<file path="src/rtl/mem_access_stage.sv">
// mem_access_stage: MEM stage of the five-stage MIPS pipeline.
// Optional LL/SC support is enabled by defining MEM_LLSC_EN.
module mem_access_stage #(
    parameter int DATA_W = 32
) (
    input  logic              clk,
    input  logic              rst,
    input  logic [4:0]        mem_wd,
    input  logic              mem_wreg,
    input  logic [DATA_W-1:0] mem_wdata,
    input  logic              mem_whilo,
    input  logic [DATA_W-1:0] mem_hi,
    input  logic [DATA_W-1:0] mem_lo,
    input  logic [5:0]        mem_aluop,
    input  logic [DATA_W-1:0] mem_mem_addr,
    input  logic [DATA_W-1:0] mem_reg2,
    output logic [4:0]        wb_wd,
    output logic              wb_wreg,
    output logic [DATA_W-1:0] wb_wdata,
    output logic              wb_whilo,
    output logic [DATA_W-1:0] wb_hi,
    output logic [DATA_W-1:0] wb_lo,
    output logic              dbus_req,
    output logic              dbus_we,
    output logic [3:0]        dbus_sel,
    output logic [DATA_W-1:0] dbus_addr,
    output logic [DATA_W-1:0] dbus_wdata,
    input  logic              dbus_ack,
    input  logic [DATA_W-1:0] dbus_rdata,
    output logic              stall_req,
    output logic              misalign
`ifdef MEM_LLSC_EN
    ,
    input  logic              llbit_clr
`endif
);

    localparam logic [5:0] OP_LB  = 6'h20;
    localparam logic [5:0] OP_LH  = 6'h21;
    localparam logic [5:0] OP_LW  = 6'h23;
    localparam logic [5:0] OP_LBU = 6'h24;
    localparam logic [5:0] OP_LHU = 6'h25;
    localparam logic [5:0] OP_SB  = 6'h28;
    localparam logic [5:0] OP_SH  = 6'h29;
    localparam logic [5:0] OP_SW  = 6'h2B;
`ifdef MEM_LLSC_EN
    localparam logic [5:0] OP_LL  = 6'h30;
    localparam logic [5:0] OP_SC  = 6'h38;
`endif

    typedef enum logic [1:0] {IDLE, BUSY, DONE} state_e;
    typedef enum logic [1:0] {SZ_B, SZ_H, SZ_W} size_e;

    state_e      state_q;
    logic [31:0] rdata_q;

    logic        is_load;
    logic        is_store;
    logic        ld_sign;
    size_e       acc_size;
    logic        is_mem;
    logic        misal;
    logic        sc_fail;
    logic        start;
    logic        in_idle;
    logic [1:0]  off;
    logic [3:0]  sel_d;
    logic [31:0] st_data;
    logic [7:0]  ld_byte;
    logic [15:0] ld_half;
    logic [31:0] ld_ext;

`ifdef MEM_LLSC_EN
    logic        is_ll;
    logic        is_sc;
    logic        llbit_q;
`endif

    // Classify the op: direction, access size and extension mode
    always_comb begin
        is_load  = 1'b0;
        is_store = 1'b0;
        ld_sign  = 1'b0;
        acc_size = SZ_W;
`ifdef MEM_LLSC_EN
        is_ll    = 1'b0;
        is_sc    = 1'b0;
`endif
        unique case (mem_aluop)
            OP_LB:  begin is_load = 1'b1; ld_sign = 1'b1; acc_size = SZ_B; end
            OP_LH:  begin is_load = 1'b1; ld_sign = 1'b1; acc_size = SZ_H; end
            OP_LW:  begin is_load = 1'b1; end
            OP_LBU: begin is_load = 1'b1; acc_size = SZ_B; end
            OP_LHU: begin is_load = 1'b1; acc_size = SZ_H; end
            OP_SB:  begin is_store = 1'b1; acc_size = SZ_B; end
            OP_SH:  begin is_store = 1'b1; acc_size = SZ_H; end
            OP_SW:  begin is_store = 1'b1; end
`ifdef MEM_LLSC_EN
            OP_LL:  begin is_load = 1'b1; is_ll = 1'b1; end
            OP_SC:  begin is_store = 1'b1; is_sc = 1'b1; end
`endif
            default: ;
        endcase
    end

    assign off     = mem_mem_addr[1:0];
    assign is_mem  = is_load | is_store;
    assign in_idle = (state_q == IDLE);
    assign misal   = is_mem &&
                     ((acc_size == SZ_H && off[0]) ||
                      (acc_size == SZ_W && off != 2'd0));
`ifdef MEM_LLSC_EN
    // A failed SC resolves in its first cycle without touching the bus
    assign sc_fail = is_sc & ~llbit_q & in_idle;
`else
    assign sc_fail = 1'b0;
`endif
    assign start     = in_idle & is_mem & ~misal & ~sc_fail;
    assign stall_req = ~rst & (start | (state_q == BUSY));
    assign misalign  = ~rst & in_idle & misal;

    // Big-endian byte enables and lane-replicated store data
    always_comb begin
        sel_d   = 4'b1111;
        st_data = mem_reg2;
        unique case (acc_size)
            SZ_B: begin
                sel_d   = 4'b1000 >> off;
                st_data = {4{mem_reg2[7:0]}};
            end
            SZ_H: begin
                sel_d   = off[1] ? 4'b0011 : 4'b1100;
                st_data = {2{mem_reg2[15:0]}};
            end
            default: ;
        endcase
    end

    // Pick the addressed lane out of the latched read word and extend it
    always_comb begin
        ld_byte = rdata_q[31:24];
        unique case (off)
            2'd0: ld_byte = rdata_q[31:24];
            2'd1: ld_byte = rdata_q[23:16];
            2'd2: ld_byte = rdata_q[15:8];
            2'd3: ld_byte = rdata_q[7:0];
        endcase
        ld_half = off[1] ? rdata_q[15:0] : rdata_q[31:16];
        ld_ext  = rdata_q;
        unique case (acc_size)
            SZ_B:    ld_ext = {{24{ld_sign & ld_byte[7]}}, ld_byte};
            SZ_H:    ld_ext = {{16{ld_sign & ld_half[15]}}, ld_half};
            default: ld_ext = rdata_q;
        endcase
    end

    // Results toward MEM/WB; loads only become valid in DONE
    always_comb begin
        wb_wd    = mem_wd;
        wb_wreg  = mem_wreg;
        wb_wdata = mem_wdata;
        wb_whilo = mem_whilo;
        wb_hi    = mem_hi;
        wb_lo    = mem_lo;
        if (misalign) begin
            wb_wreg = 1'b0;
        end else if (sc_fail) begin
            wb_wdata = '0;
        end else if (state_q == DONE && is_mem) begin
            if (is_load) wb_wdata = ld_ext;
`ifdef MEM_LLSC_EN
            if (is_sc) wb_wdata = 32'd1;
`endif
        end
    end

    // Bus handshake FSM with registered bus outputs
    always_ff @(posedge clk) begin
        if (rst) begin
            state_q    <= IDLE;
            rdata_q    <= '0;
            dbus_req   <= 1'b0;
            dbus_we    <= 1'b0;
            dbus_sel   <= '0;
            dbus_addr  <= '0;
            dbus_wdata <= '0;
`ifdef MEM_LLSC_EN
            llbit_q    <= 1'b0;
`endif
        end else begin
            unique case (state_q)
                IDLE: begin
                    if (start) begin
                        dbus_req   <= 1'b1;
                        dbus_we    <= is_store;
                        dbus_sel   <= sel_d;
                        dbus_addr  <= {mem_mem_addr[31:2], 2'b00};
                        dbus_wdata <= st_data;
                        state_q    <= BUSY;
                    end
                end
                BUSY: begin
                    if (dbus_ack) begin
                        dbus_req <= 1'b0;
                        rdata_q  <= dbus_rdata;
                        state_q  <= DONE;
                    end
                end
                DONE: state_q <= IDLE;
                default: state_q <= IDLE;
            endcase
`ifdef MEM_LLSC_EN
            if (llbit_clr) begin
                llbit_q <= 1'b0;
            end else if (state_q == BUSY && dbus_ack) begin
                if (is_ll) llbit_q <= 1'b1;
                else if (is_sc) llbit_q <= 1'b0;
            end
`endif
        end
    end

endmodule

</file>
<file path="config.mk">
export PLATFORM = sky130hd
export DESIGN_NAME = mem_access_stage
export DESIGN_NICKNAME = d
export VERILOG_FILES = /design/src/rtl/mem_access_stage.sv
export SDC_FILE = /design/constraint.sdc
export NUM_CORES = 1
export LEC_CHECK = 0
export ABC_AREA = 1
export BUFFER_PORTS_ARGS = -buffer_cell sky130_fd_sc_hd__buf_2
export CAP_MARGIN = 20
export CORE_AREA = 5 5 147 149
export CTS_CLUSTER_SIZE = 16
export DETAILED_ROUTE_END_ITERATION = 7
export DIE_AREA = 0 0 152 154
export HOLD_SLACK_MARGIN = 0.08
export PLACE_DENSITY_LB_ADDON = 0.2
export SLEW_MARGIN = 20
export SYNTH_ARGS = -nofsm -noshare
export SYNTH_HDL_FRONTEND = slang
export SYNTH_SLANG_ARGS = --single-unit
export TNS_END_PERCENT = 100
</file>
<file path="constraint.sdc">
create_clock -name clk -period 2.25 [get_ports clk]
set_input_delay 0.1125 -clock clk [delete_from_list [all_inputs] [get_ports clk]]
set_output_delay 0.1125 -clock clk [all_outputs]
set_load 0.05 [all_outputs]
</file>
==> qor.txt, run 1 <==
Design Area, Final -> 8010 um^2
Post-synth EDFFs -> 0
Placed Cells -> 1358
Router iterations before antenna repair -> 5
I/O pins -> 383
Warnings from Yosys -> 0
Layout cell share with drive strength beyond 1 -> 27.3%
Gpl congestion -> 0.865
Drt wl/cell -> 16.5 um
Die height -> 154 um
DIE AREA -> 23400 um^2
Crit-path slowest cell -> dfxtp_1
Area growth syn-to-layout -> 31.4%
Post-DP HPWL -> 17600 um
Combinational fraction of design power -> 19.7%
# rows -> 52
R2R Path End -> dbus_wdata[24]
Ys flop type -> dfxtp_1
Pin count of the biggest net entering global routing -> 90
Placed inst area -> 6990 um^2
WHS Endpoint -> rdata_q[2]
Pre-CTS setup slack -> 245 ps
Clk_lat worst skew -> 360 ps
Pwr dens -> 555 nW/um^2
CTS tree -> built
CP top delay family -> simple AND/OR/NAND/NOR gates
Worst setup margin -> 111 ps
Reg2reg setup slack -> 650 ps
Via count -> 6720
CP max stage delay -> 430 ps
CTS Buffer Depth -> 2
Top routing layer in use -> met5
Max Cap Viol -> 0
DRC errors left -> 0
Final setup fails -> 0
Layout Nets -> 1375
Clock group share of total power -> 38.4%
Count of cell types in the netlist -> 24
Reg clk slew, reported paths -> 70 ps
Worst setup SP type -> flip-flop
Worst Path Max Fanout -> 12
DR iter-0 viols -> 396
Internal -> 3.12 mW
Crit path buffers/inverters -> 2
First-pass GRT wire length -> 36200 um
Hold Path Depth -> 3
Met2 routed WL -> 11300 um
Sequential cell area -> 2040 um^2
Clock Tree Root -> clkbuf_16
Worst Hold Launch -> dbus_rdata[2]
Endpoints failing hold -> 0
Die Width -> 152 um
Sequential-to-total area share from yosys stat -> 33.5%
Vias in the first global route -> 6498
Post-Layout Cell Count -> 1441
Crit share post-route -> 95.1%
Starting Density -> 30.4%
Slew HR -> 57.3%
Clock skew -> 8.57 ps
# fillers -> 2240
Final slew viol count -> 0
Max Freq -> 0.467 GHz
Peak supply drop -> 0.000376 V
Port-buffer cells -> 240
Synthesized area per cell -> 6.34 um^2
Flop pwr share -> 41.9%
Vias per std cell -> 4.66
Worst reg2reg path depth -> 6
Worst r2r src -> state_q[0]
Cts bufs inserted -> 9
Status -> finished clean
Post-route ant nets -> 0
Cells after Synth -> 961
Hold/Removal Path Class -> in -> reg
Sw frac -> 29.8%
Multi-input logic area -> 2860 um^2
Post-route minimum period -> 2140 ps
CP endpoint kind -> output pin
Grt ovf -> 0
Total GRT Usage -> 19.2%
Most frequent cells in the layout -> 266 x nand2_1, 240 x buf_2, 109 x inv_1, 102 x dfxtp_1, 85 x nor2_1
Worst endpoint required time -> 2140 ps
Routed wl met3 -> 1980 um
H-tree depth -> 3
#FFs+latches synth -> 102
Worst-Margin Slew -> 639 ps
Cell area after synthesis -> 6100 um^2
WS Path Type -> reg -> out
Static Leak -> 3.92 nW
Worst endpoint data arrival time -> 2030 ps
Crit-path cells -> nand3_1 > nand2_1 > nor2_1 > nor2_2 > nand3_4 > nand3_1 > nand2_1 > inv_1 > buf_2
CORE AREA -> 20000 um^2
Post-synth ARST share -> 0%
Post-Route WL -> 23700 um
CTS Sinks -> 102
Initial antenna violation count -> 2
P_sw -> 1.33 mW
Most common cell after layout, fill and taps aside -> nand2_1
Wire length on met1 -> 9600 um
area by class of cell:
cell class	count	share of cell area, %
timing repair buffer	321	25.3
antenna	1	0.0312
clock inverter	5	1.03
multi-input combinational	618	35.7
inverter	115	5.39
clock buffer	9	2.81
tap	270	4.22
sequential	102	25.5
registers in the layout, summed over array words and instances, names as in the netlist:
name,count
dbus_wdata,32
dbus_sel,4
dbus_req,1
dbus_addr,30
dbus_we,1
state_q,2
rdata_q,32
worst register-to-register path, stage by stage (launching register included):
cell	delay, ps
dfxtp_1	370
nor2_4	370
nand3_4	200
buf_12	250
nand2_1	190
nand2_1	50
nor2_1	120
logic make-up after synthesis:
| kind of cell | synth area share (%) |
|---|---|
| flip-flops | 33.5 |
| AO/OA/AOI/OAI | 10.9 |
| buffers and inverters | 20.4 |
| other | 0.0615 |
| AND/OR/NAND/NOR | 35.1 |
per-stage QoR:
step           power [mW]  setup TNS (ps)  utilization, %  hold slack [ps]
2_1_floorplan        2.74               0               -              288
3_3_place_gp         2.69               0            34.9              225
3_5_place_dp         2.69               0            34.9              225
4_1_cts              4.49               0            39.7             80.2
5_1_grt              4.64           -11.3            40.0              104
6_report             4.45               0            40.0             85.0
cells in the mapped netlist (all sizes together), types with 5 or more instances:
library cell | instances | area [um^2]
o21ai | 39 | 195
inv | 114 | 428
dfxtp | 102 | 2040
nand2 | 268 | 1010
nor2 | 90 | 353
or2 | 30 | 188
buf | 100 | 709
nand3 | 51 | 280
nand4 | 49 | 307
a21oi | 80 | 400
o22ai | 5 | 31.3
clkbuf | 28 | 105
per-layer routing:
layer	vias to the layer above	GRT usage (%)
li1	3361	-
met1	3011	23.4
met2	266	31.4
met3	80	6.38
met4	2	7.71
met5	-	0
power groups by stage:
stage,sequential [mW],clock (mW),combinational [mW]
after global routing,1.87,1.82,0.947
after floorplan,2.00,0,0.737
final,1.86,1.71,0.876
after global placement,1.90,0,0.782
after detailed placement,1.91,0,0.782
after CTS,1.86,1.75,0.874
timing repair:
item	4_1_cts	5_1_grt
endpoints found under the setup margin	4	31
hold endpoints to repair	66	1
buffers inserted	0	1
cloned	0	1
pin swaps	1	2
hold buffers	65	1
resized for setup	0	4
worst max path at each step:
stage | end | from | cells after the start
floorplan | stall_req | state_q[0] | 5
global route | wb_wdata[21] | mem_aluop[5] | 13
CTS | wb_wdata[16] | rdata_q[7] | 9
global placement | wb_wdata[31] | mem_aluop[4] | 9
finish | wb_wdata[16] | rdata_q[7] | 9
detailed placement | wb_wdata[16] | mem_aluop[4] | 9
(Power assumes the default switching activity.)
==> run 2: changes to the inputs <==
- PLACE_DENSITY: not set -> 0.7
- PLACE_DENSITY_LB_ADDON: 0.2 -> not set
==> run 2 against run 1 <==
  * Maximum frequency rose by 1.9%
  * Worst setup slack improved by 40 ps
  * Sequential power barely moved
  * Register-to-register slack got worse by 50 ps
  * Critical path depth fell by 1
  * Combinational power fell by 1%
  * Sequential share of layout area rose by 0.22 points
  * Sequential cell count did not move
  * Final area fell by 0.84%
  * First-iteration DRC count rose by 22%
  * Clock skew rose by 0.59 ps
  * Largest cell class unchanged
==> qor.txt, run 2 (synthesis gave the netlist of run 1 again) <==
H-tree depth -> 3 (unchanged)
Total GRT Usage -> 18.5% (was 19.2%)
Worst reg2reg path depth -> 4 (was 6)
I/O pins -> 383 (unchanged)
Max Freq -> 0.476 GHz (was 0.467 GHz)
WS Path Type -> reg -> out (unchanged)
CP endpoint kind -> output pin (unchanged)
Worst Path Max Fanout -> 39 (was 12)
Most common cell after layout, fill and taps aside -> nand2_1 (unchanged)
Clock skew -> 9.16 ps (was 8.57 ps)
Post-Route WL -> 23100 um (was 23700 um)
# fillers -> 2176 (was 2240)
Reg clk slew, reported paths -> 80 ps (was 70 ps)
Peak supply drop -> 0.000330 V (was 0.000376 V)
Most frequent cells in the layout -> 266 x nand2_1, 239 x buf_2, 110 x inv_1, 102 x dfxtp_1, 85 x nor2_1 (was 266 x nand2_1, 240 x buf_2, 109 x inv_1, 102 x dfxtp_1, 85 x nor2_1)
Worst setup margin -> 150 ps (was 111 ps)
Vias in the first global route -> 6594 (was 6498)
DRC errors left -> 0 (unchanged)
Worst endpoint required time -> 2140 ps (about the same)
Static Leak -> 3.89 nW (was 3.92 nW)
Post-route minimum period -> 2100 ps (was 2140 ps)
CP max stage delay -> 370 ps (was 430 ps)
CTS Sinks -> 102 (unchanged)
Crit path buffers/inverters -> 4 (was 2)
DR iter-0 viols -> 485 (was 396)
Crit-path cells -> inv_1 > nor2_1 > a21boi_2 > buf_6 > or2_2 > nand2_1 > inv_1 > buf_2 (was nand3_1 > nand2_1 > nor2_1 > nor2_2 > nand3_4 > nand3_1 > nand2_1 > inv_1 > buf_2)
First-pass GRT wire length -> 35100 um (was 36200 um)
Post-Layout Cell Count -> 1437 (was 1441)
CORE AREA -> 20000 um^2 (unchanged)
Worst setup SP type -> flip-flop (unchanged)
Placed Cells -> 1358 (unchanged)
Gpl congestion -> 0.861 (was 0.865)
Die height -> 154 um (unchanged)
Levels on crit path -> 8 (was 9)
# diodes -> 0 (was 1)
DIE AREA -> 23400 um^2 (unchanged)
Grt ovf -> 0 (unchanged)
Router iterations before antenna repair -> 5 (unchanged)
Layout Nets -> 1370 (was 1375)
Layout cell share with drive strength beyond 1 -> 27.4% (was 27.3%)
Drt wl/cell -> 16.0 um (was 16.5 um)
Initial antenna violation count -> 1 (was 2)
Final setup fails -> 0 (unchanged)
Pre-CTS setup slack -> 154 ps (was 245 ps)
Placed inst area -> 6990 um^2 (about the same)
Clk_lat worst skew -> 350 ps (was 360 ps)
Via count -> 6837 (was 6720)
Status -> finished clean (unchanged)
Max Cap Viol -> 0 (unchanged)
Setup TNS Final -> 0 ps (unchanged)
CTS tree -> built (unchanged)
RSZ-0062 raised after global routing -> no
CTS Buffer Depth -> 2 (unchanged)
Design Area, Final -> 7940 um^2 (was 8010 um^2)
Hold/Removal Path Class -> in -> reg (unchanged)
Starting Density -> 30.4% (unchanged)
Post-DP HPWL -> 16500 um (was 17600 um)
Clock Tree Root -> clkbuf_16 (unchanged)
Worst-Margin Slew -> 555 ps (was 639 ps)
Post-route ant nets -> 0 (unchanged)
Area growth syn-to-layout -> 30.2% (was 31.4%)
Slew HR -> 62.8% (was 57.3%)
Crit share post-route -> 93.3% (was 95.1%)
Pwr dens -> 537 nW/um^2 (was 555 nW/um^2)
Endpoints failing hold -> 0 (unchanged)
CP dominant cell by count -> inv_1
Crit-path slowest cell -> dfxtp_1 (unchanged)
CP top delay family -> buffers and inverters (was simple AND/OR/NAND/NOR gates)
Vias per std cell -> 4.76 (was 4.66)
Power, Total -> 4.26 mW (was 4.45 mW)
Die Width -> 152 um (unchanged)
Top flop regs -> dbus_wdata x32, rdata_q x32, dbus_addr x30 (unchanged)
Worst endpoint data arrival time -> 1990 ps (was 2030 ps)
Final slew viol count -> 0 (unchanged)
Cts bufs inserted -> 9 (unchanged)
Port-buffer cells -> 240 (unchanged)
Hold Path Depth -> 5 (was 3)
# rows -> 52 (unchanged)
Pin count of the biggest net entering global routing -> 96 (was 90)
[run 2: per-stage QoR]
step | hold slack, ps | utilization [%]
after detailed placement | 225 | 34.9
after CTS | 85.5 | 39.4
after global routing | 94.5 | 39.6
after floorplan | 288 | -
after global placement | 225 | 34.9
final | 88.2 | 39.6
[run 2: cell type report]
type	count	area [um^2]	share of cell area (%)
flip-flops and latches	102	2040	25.7
inverters	115	432	5.44
clock inverters	6	52.6	0.662
well taps	270	338	4.25
multi-input cells	618	2870	36.1
clock buffers	10	229	2.88
repair buffers	316	1980	24.9
[run 2: metal layers]
metal	share of wire (%)	GRT usage [%]	routed length [um]
met5	0.056	0	13
met4	5.3	10.8	1230
met3	7.3	4.64	1690
met2	46	29.6	10700
met1	41	22.7	9430
[run 2: power by group]
group | internal [mW] | switching (mW) | total (mW) | leakage (nW)
registers | 1.84 | 0.0230 | 1.86 | 0.824
clock network | 0.773 | 0.760 | 1.53 | 0.132
logic | 0.306 | 0.562 | 0.867 | 2.94
total | 2.92 | 1.34 | 4.26 | 3.89
[run 2: worst reg2reg max path, stage by stage, from the launching register on]
cell     delay, ps
dfxtp_1        430
nand3_2        440
buf_12         340
o21ai_0        260
a21oi_1         60
[run 2: worst paths after layout]
| check | to | slack (ps) | startpoint |
|---|---|---|---|
| worst max register to register | rdata_q[15] | 600 | state_q[0] |
| worst min-delay path | dbus_wdata[27] | 90 | mem_reg2[27] |
| worst min register to register | rdata_q[0] | 450 | rdata_q[0] |
| worst max-delay path | wb_wdata[20] | 150 | state_q[1] |
[run 2: what timing repair did]
| action | 4_1_cts | 5_1_grt |
|---|---|---|
| pin swaps | 0 | 2 |
| hold buffers | 61 | 0 |
| gates cloned | 0 | 1 |
| setup buffers | 0 | 1 |
| hold endpoints to repair | 61 | 0 |
| gates resized for setup | 1 | 5 |
| setup endpoints to repair | 23 | 22 |
==> run 3: changes to the inputs <==
- BUFFER_PORTS_ARGS: -buffer_cell sky130_fd_sc_hd__buf_2 -> -buffer_cell sky130_fd_sc_hd__buf_4
==> run 3 against run 2 <==
  * Final area up 9.5%
  * Worst hold slack better by 6.2 ps
  * Worst setup slack better by 20 ps
  * Critical path type unchanged
  * First-iteration DRC count shrank 10%
  * Final cell count grew 1.3%
  * Highest routed layer is now met4
  * Critical path depth unchanged
  * Total power rose by 4.5%
==> qor.txt, run 3 (synthesis gave the netlist of run 1 again) <==
Reg clk slew, reported paths -> 80 ps (about the same)
Clock group share of total power -> 35.8% (was 35.9%)
Layout cell share with drive strength beyond 1 -> 27.0% (was 27.4%)
Worst Hold Launch -> mem_reg2[9] (was mem_reg2[27])
Endpoints failing hold -> 0 (unchanged)
Worst reg2reg path depth -> 4 (unchanged)
H-tree depth -> 3 (unchanged)
CTS Buffer Depth -> 2 (unchanged)
Gpl congestion -> 0.898 (was 0.861)
Worst setup SP type -> flip-flop (unchanged)
Internal -> 3.06 mW (was 2.92 mW)
# rows -> 52 (unchanged)
Clock Tree Root -> clkbuf_16 (unchanged)
Crit-path slowest cell -> dfxtp_1 (unchanged)
First-pass GRT wire length -> 35800 um (was 35100 um)
Clock skew -> 10.3 ps (was 9.16 ps)
CTS Sinks -> 102 (unchanged)
Area growth syn-to-layout -> 42.6% (was 30.2%)
CP endpoint kind -> output pin (unchanged)
Worst r2r src -> state_q[0] (unchanged)
WHS Endpoint -> dbus_wdata[9] (was dbus_wdata[27])
Post-route minimum period -> 2080 ps (was 2100 ps)
Crit-path cells -> inv_1 > nor2_1 > a21boi_2 > buf_12 > nand4_1 > nand2_1 > inv_1 > buf_4 (was inv_1 > nor2_1 > a21boi_2 > buf_6 > or2_2 > nand2_1 > inv_1 > buf_2)
Vias in the first global route -> 6651 (was 6594)
Reg2reg setup slack -> 680 ps (was 600 ps)
Sw frac -> 31.4% (was 31.5%)
Slew HR -> 62.2% (was 62.8%)
Status -> finished clean (unchanged)
Initial antenna violation count -> 0 (was 1)
CP max stage delay -> 370 ps (about the same)
Post-Route WL -> 23200 um (was 23100 um)
CP top delay family -> buffers and inverters (unchanged)
# fillers -> 2117 (was 2176)
Grt ovf -> 0 (unchanged)
Peak supply drop -> 0.000323 V (was 0.000330 V)
R2R Path End -> dbus_addr[21] (was rdata_q[15])
Starting Density -> 30.4% (unchanged)
Crit share post-route -> 92.4% (was 93.3%)
Vias per std cell -> 4.68 (was 4.76)
Total GRT Usage -> 18.9% (was 18.5%)
Most common cell after layout, fill and taps aside -> nand2_1 (unchanged)
Via count -> 6805 (was 6837)
Max Freq -> 0.481 GHz (was 0.476 GHz)
Sequential cell area -> 2040 um^2 (unchanged)
Final setup fails -> 0 (unchanged)
Multi-input logic area -> 2840 um^2 (was 2870 um^2)
Worst setup margin -> 170 ps (was 150 ps)
Combinational fraction of design power -> 22.4% (was 20.3%)
Final slew viol count -> 0 (unchanged)
Clk_lat worst skew -> 360 ps (was 350 ps)
Crit path buffers/inverters -> 4 (unchanged)
CORE AREA -> 20000 um^2 (unchanged)
Pre-CTS setup slack -> 306 ps (was 154 ps)
Worst Path Max Fanout -> 39 (unchanged)
Worst-Margin Slew -> 564 ps (was 555 ps)
P_sw -> 1.40 mW (was 1.34 mW)
DIE AREA -> 23400 um^2 (unchanged)
DRC errors left -> 0 (unchanged)
Worst endpoint required time -> 2140 ps (about the same)
Setup TNS Final -> 0 ps (unchanged)
Post-route ant nets -> 0 (unchanged)
Max Cap Viol -> 0 (unchanged)
Worst endpoint data arrival time -> 1970 ps (was 1990 ps)
DR iter-0 viols -> 435 (was 485)
Port-buffer cells -> 240 (unchanged)
I/O pins -> 383 (unchanged)
# diodes -> 0 (unchanged)
Hold Path Depth -> 5 (unchanged)
Drt wl/cell -> 15.9 um (was 16.0 um)
Layout Nets -> 1388 (was 1370)
Most frequent cells in the layout -> 266 x nand2_1, 254 x buf_4, 110 x inv_1, 102 x dfxtp_1, 87 x nor2_1 (was 266 x nand2_1, 239 x buf_2, 110 x inv_1, 102 x dfxtp_1, 85 x nor2_1)
Cts bufs inserted -> 9 (unchanged)
Flop pwr share -> 41.9% (was 43.7%)
Top flop regs -> dbus_wdata x32, rdata_q x32, dbus_addr x30 (unchanged)
Pwr dens -> 512 nW/um^2 (was 537 nW/um^2)
RSZ-0062 raised after global routing -> no (unchanged)
Pin count of the biggest net entering global routing -> 67 (was 96)
Static Leak -> 4.12 nW (was 3.89 nW)
Post-DP HPWL -> 17100 um (was 16500 um)
WS Path Type -> reg -> out (unchanged)
CP dominant cell by count -> inv_1 (unchanged)
Hold/Removal Path Class -> in -> reg (unchanged)
CTS tree -> built (unchanged)
Router iterations before antenna repair -> 5 (unchanged)
Die Width -> 152 um (unchanged)
Die height -> 154 um (unchanged)
-- run 3: changes by cell type in the layout (fill, tap and decap cells not counted), sizes merged --
| cell | delta |
|---|---|
| dlygate4sd3 | +17 |
| clkbuf | -1 |
| nand3 | -1 |
| clkinvlp | -2 |
| clkinv | +3 |
| buf | +2 |
-- run 3: worst max path at each step --
stage,from,endpoint,cells after the start
after floorplan,state_q[0],stall_req,5
after global placement,mem_aluop[4],wb_wdata[25],9
after detailed placement,mem_aluop[4],wb_wdata[23],9
after CTS,rdata_q[7],wb_wdata[23],9
after global routing,rdata_q[7],wb_wdata[19],9
final,state_q[1],wb_wdata[6],8
-- run 3: worst min-delay path: cells and delay by family --
family | cells | cell delay, ps
buffers and inverters | 1 | 90
and+or+nand+nor | 4 | 220
-- run 3: power groups by stage --
stage | registers [mW] | clock network (mW) | logic, mW
2_1_floorplan | 2.00 | 0 | 0.737
3_3_place_gp | 1.91 | 0 | 0.875
3_5_place_dp | 1.91 | 0 | 0.879
4_1_cts | 1.87 | 1.64 | 0.994
5_1_grt | 1.87 | 1.71 | 1.07
6_report | 1.87 | 1.59 | 0.996
-- run 3: routing by layer --
metal	track usage [%]	part of all wire, %
met5	0	0
met4	8.90	4.2
met3	4.61	6.9
met2	31.4	47
met1	23.0	42
-- run 3: through the flow --
stage | area (um^2) | total power [mW] | std cells | hold slack (ps) | util [%]
floorplan | 6100 | 2.74 | 962 | 288 | -
global placement | 7590 | 2.78 | 1360 | 225 | 37.9
detailed placement | 7590 | 2.79 | 1360 | 225 | 37.9
CTS | 8670 | 4.50 | 1454 | 83.4 | 43.3
global route | 8700 | 4.65 | 1455 | 98.0 | 43.4
finish | 8700 | 4.45 | 1455 | 94.5 | 43.4
-- run 3: timing repair --
action / 4_1_cts / 5_1_grt
gates resized for setup: 0 / 1
hold buffers: 78 / 0
setup endpoints to repair: 0 / 24
endpoints found under the hold margin: 77 / 0
setup buffers: 0 / 1
-- run 3: final cells by class --
class,instances,area share [%]
repair buffers,335,31.6
well taps,270,3.88
multi-input cells,617,32.7
clock buffers,9,2.59
flip-flops and latches,102,23.5
clock inverters,7,0.820
inverters,115,4.96
